File: src/rtl/instruction_fetch.sv
// Instruction fetch sequencer: walks a program in synchronous RAM and issues one instruction at a time.
// Optional watchdog on WAIT_EXEC is built when IFETCH_TIMEOUT_EN is defined.
module instruction_fetch #(
  parameter int ADDR_W         = 8,
  parameter int INSTR_W        = 64,
  parameter int TIMEOUT_CYCLES = 1024
) (
  input  logic               clk,
  input  logic               rst,
  input  logic               start,
  input  logic [ADDR_W-1:0]  base_addr,
  input  logic [ADDR_W-1:0]  instr_count,
  output logic               imem_rd_en,
  output logic [ADDR_W-1:0]  imem_addr,
  input  logic [INSTR_W-1:0] imem_rdata,
  output logic [INSTR_W-1:0] instruction,
  output logic               instr_enable,
  input  logic               exec_done,
  output logic [ADDR_W-1:0]  pc,
  output logic               busy,
  output logic               done,
  output logic               error
);

  localparam logic [7:0] OP_NOP  = 8'h00;
  localparam logic [7:0] OP_HALT = 8'hFF;

  typedef enum logic [2:0] {
    IDLE,
    READ,
    WAIT_DATA,
    WAIT_EXEC,
    FINISH
  } state_t;

  state_t              state;
  state_t              state_nxt;
  logic [ADDR_W-1:0]   remaining;
  logic [7:0]          opcode;
  logic                load;
  logic                advance;
  logic                issue;
  logic                exec_ack;
  logic                timeout;

  assign opcode = imem_rdata[INSTR_W-1 -: 8];

  // The issue cycle is already WAIT_EXEC; a completion pulse there belongs to nothing.
  assign exec_ack = (state == WAIT_EXEC) && exec_done && !instr_enable;

  assign imem_rd_en = (state == READ);
  assign imem_addr  = pc;
  assign busy       = (state != IDLE);
  assign done       = (state == FINISH);

  always_ff @(posedge clk or posedge rst) begin
    if (rst) begin
      state <= IDLE;
    end else begin
      state <= state_nxt;
    end
  end

  always_comb begin
    state_nxt = state;
    load      = 1'b0;
    advance   = 1'b0;
    issue     = 1'b0;
    case (state)
      IDLE: begin
        if (start) begin
          load      = 1'b1;
          state_nxt = (instr_count == '0) ? FINISH : READ;
        end
      end
      READ: begin
        state_nxt = WAIT_DATA;
      end
      WAIT_DATA: begin
        if (opcode == OP_HALT) begin
          state_nxt = FINISH;
        end else if (opcode == OP_NOP) begin
          advance   = 1'b1;
          state_nxt = (remaining == ADDR_W'(1)) ? FINISH : READ;
        end else begin
          issue     = 1'b1;
          state_nxt = WAIT_EXEC;
        end
      end
      WAIT_EXEC: begin
        if (exec_ack) begin
          advance   = 1'b1;
          state_nxt = (remaining == ADDR_W'(1)) ? FINISH : READ;
        end else if (timeout) begin
          state_nxt = FINISH;
        end
      end
      FINISH: begin
        state_nxt = IDLE;
      end
      default: begin
        state_nxt = IDLE;
      end
    endcase
  end

  always_ff @(posedge clk or posedge rst) begin
    if (rst) begin
      pc           <= '0;
      remaining    <= '0;
      instruction  <= '0;
      instr_enable <= 1'b0;
    end else begin
      instr_enable <= issue;
      if (issue) begin
        instruction <= imem_rdata;
      end
      if (load) begin
        pc        <= base_addr;
        remaining <= instr_count;
      end else if (advance) begin
        pc        <= pc + ADDR_W'(1);
        remaining <= remaining - ADDR_W'(1);
      end
    end
  end

`ifdef IFETCH_TIMEOUT_EN
  localparam logic [15:0] WD_LAST = 16'(TIMEOUT_CYCLES - 1);

  logic [15:0] wd_cnt;

  assign timeout = (state == WAIT_EXEC) && (wd_cnt == WD_LAST);

  always_ff @(posedge clk or posedge rst) begin
    if (rst) begin
      wd_cnt <= '0;
    end else if (issue) begin
      wd_cnt <= '0;
    end else if (state == WAIT_EXEC) begin
      wd_cnt <= wd_cnt + 16'd1;
    end
  end

  always_ff @(posedge clk or posedge rst) begin
    if (rst) begin
      error <= 1'b0;
    end else if (load) begin
      error <= 1'b0;
    end else if (timeout && !exec_ack) begin
      error <= 1'b1;
    end
  end
`else
  assign timeout = 1'b0;
  assign error   = 1'b0;
`endif

endmodule
File: config.mk
export PLATFORM = sky130hd
export DESIGN_NAME = instruction_fetch
export DESIGN_NICKNAME = d
export VERILOG_FILES = /design/src/rtl/instruction_fetch.sv
export SDC_FILE = /design/constraint.sdc
export NUM_CORES = 1
export LEC_CHECK = 0
export BUFFER_PORTS_ARGS = -buffer_cell sky130_fd_sc_hd__buf_2
export CAP_MARGIN = 20
export CORE_ASPECT_RATIO = 2
export CORE_MARGIN = 5
export CORE_UTILIZATION = 51
export CTS_CLUSTER_DIAMETER = 120
export DETAILED_ROUTE_END_ITERATION = 8
export PLACE_DENSITY = 0.88
export SLEW_MARGIN = 20
export SYNTH_ARGS = -nofsm -noshare
export SYNTH_HDL_FRONTEND = slang
export SYNTH_SLANG_ARGS = --single-unit
File: constraint.sdc
create_clock -name clk -period 5.5 [get_ports clk]
set_input_delay 1.1 -clock clk [delete_from_list [all_inputs] [get_ports clk]]
set_output_delay 1.1 -clock clk [all_outputs]
set_load 0.005 [all_outputs]
==> run metrics <==
Mapped Nets 389; YS warnings 0; Layout Nets 546; CTS Root Cell clkbuf_16; post-cts resize count 0; hpwl dp 7.33 mm; WP data arrival 3450 ps; vias in the first global route 3,278; Period Utilization, post-route 58.8%; Post-Route WL 9.96 mm; first-pass iteration count of the detailed router 4; clk slew on worst S/H paths 70 ps; dominant cells by area after synthesis dfrtp_1, mux2_2, buf_4; GRT Overall Usage 21.8%; r2r setup slk 2430 ps; Post-route DRC 0; Clock Skews 7.70 ps; setup TNS 0 ps; post-CTS setup buffer count 0; Slew headroom 29.3%; minimum clock period 3230 ps; Congestion Overflow GR 0; H-tree depth 3; Buffers on Ports 167; fin. max-slew vios 0; chip width 70.9 um; worst-path maximum fanout 36; Worst Setup End Kind register; met2 usage 37.5%; GR met3 Demand/Resource 6.42%; wire length of the first global-routing pass 16.0 mm; placed instance count 540; Die Footprint 9330 um2; Worst Setup EP instruction[29]; via/cell ratio 5.35; Required @ worst endpoint 5710 ps; Post-synth EDFFs 0; initial antenna violation count 0; PwrDens 591 nW/um2; ratio of cells with drive above 1 in the final layout 56.0%; Most Crowded Layer GR met2; final setup violation count 0; Post-Layout Cell Count 556; total CTS buffers 9; Post-synth top cells dfrtp_1, mux2_2, nand2_1; Netlist cell types 37; Sink Count 84; Crit. Startpoint imem_rdata[59]; Max-cap violations 0; Syn Area/Cell 12.5 um2; post-synthesis instance total 302; Max Clk Rate 309 MHz; fillcell total 564; ANT nets after route 0; Top FF cell, synth dfrtp_1; num ports 169; Vias 2,975; drt initial violations 156; largest area contributor in the netlist dfrtp_1; met1 Resource Use GR 25.0%; hold_buf cts 0; Rows 44; status completed; Worst R2R End instruction[29]; area grow syn2layout 29.5%; CTS Buffer Depth 2; RR Startpoint state[1]; asr flop ratio synth 100%; number of hold violations in the final report 0; Die Y 132 um; sequential fraction of the synthesis area 55.6%; flops & latches, synth 84; Max rail drop VDD 0.449 mV; largest net degree at the start of global routing 85; floorplan core area 7270 um2; most frequent cell after synthesis dfrtp_1; cell depth of the worst flop-to-flop path 5; diodes inserted 0; worst skew pair latency 330 ps; Worst setup SP type primary input; RSZ-0062 raised after global routing false; WL per Instance 17.9 um; Hold Path Class reg2reg; RePlAce Congestion 0.853; TritonCTS clock tree built; post-synth top area share 55.6%; Worst Path Class, Setup in2reg; Initial Util 52.0%; P_leak 2.28 nW; post-synthesis cell area 3780 um2; Slew @ Worst Pin 1060 ps
-- layout make-up --
cell class / count / area, um2 / area share [%]
Inverter: 5 / 20.0 / 0.409
Timing Repair Buffer: 169 / 855 / 17.5
Sequential cell: 84 / 2100 / 43.0
Multi-Input combinational cell: 190 / 1510 / 30.9
Clock inverter: 5 / 45.0 / 0.921
Clock buffer: 11 / 243 / 4.96
Tap cell: 92 / 115 / 2.35
-- routing by layer --
layer | part of all wire [%] | routed length (um)
met5 | 0 | 0
met4 | 2.1 | 209
met3 | 8.9 | 884
met2 | 53 | 5250
met1 | 36 | 3620
-- metrics by stage --
stage	power, mW	util [%]	instance area [um2]	setup slack [ps]	hold slack [ps]
floorplan	1.88	-	3780	2230	505
global placement	2.26	63.3	4600	2030	485
detailed placement	2.32	63.3	4600	1930	490
CTS	2.93	67.3	4890	2260	506
global route	3.08	67.3	4890	2120	520
finish	2.89	67.3	4890	2270	501
-- sequential cells by signal, summed over array words and instances, names as in the netlist --
name and cells:
instruction 64, imem_addr 8, remaining 8, state 3, instr_enable 1
-- worst max-delay path: stages --
cell     delay [ps]
buf_2           140
nand4_1         200
o21ai_0         220
a21oi_4         860
buf_4           510
mux2_2          400
-- how the worst min path moves through the flow --
stage | from | to | slack [ps] | depth (start not counted)
detailed placement | instruction[8] | instruction[8] | 490 | 1
floorplan | instruction[0] | instruction[0] | 510 | 1
finish | instruction[40] | instruction[40] | 500 | 1
global route | instruction[40] | instruction[40] | 520 | 1
CTS | instruction[40] | instruction[40] | 510 | 1
global placement | instruction[39] | instruction[39] | 480 | 1
-- logic make-up after synthesis --
logic type | count (synthesis) | synth area share (%)
flops | 84 | 55.6
xor+xnor | 10 | 2.32
mux | 65 | 19.4
buf+inv | 28 | 4.60
simple gates | 78 | 10.9
compound gates | 33 | 6.09
fa+ha+maj | 3 | 0.994
other cells | 1 | 0.0993
-- report_power, final --
part | switching (mW) | total (mW) | internal [mW]
Sequential | 0.231 | 1.17 | 0.936
Combinational | 0.507 | 1.15 | 0.643
Clock | 0.251 | 0.576 | 0.325
Total | 0.989 | 2.89 | 1.90
-- cells in the final DEF (no fill, tap or decap), drive strengths merged, types with 2 or more instances in the layout --
cell,netlist,final
nand2,23,23
dfrtp,84,84
a21boi,2,2
inv,5,6
mux2,65,65
ha,3,3
and2,3,3
nor3,7,7
xnor2,10,10
a311o,2,2
nor2,19,19
nand2b,3,3
o21ai,8,8
clkinv,0,3
or3,2,2
nor4,6,6
nand3,9,9
a21oi,14,14
clkbuf,3,11
nand4,2,2
buf,20,169
Power figures use the tool's default switching activity.
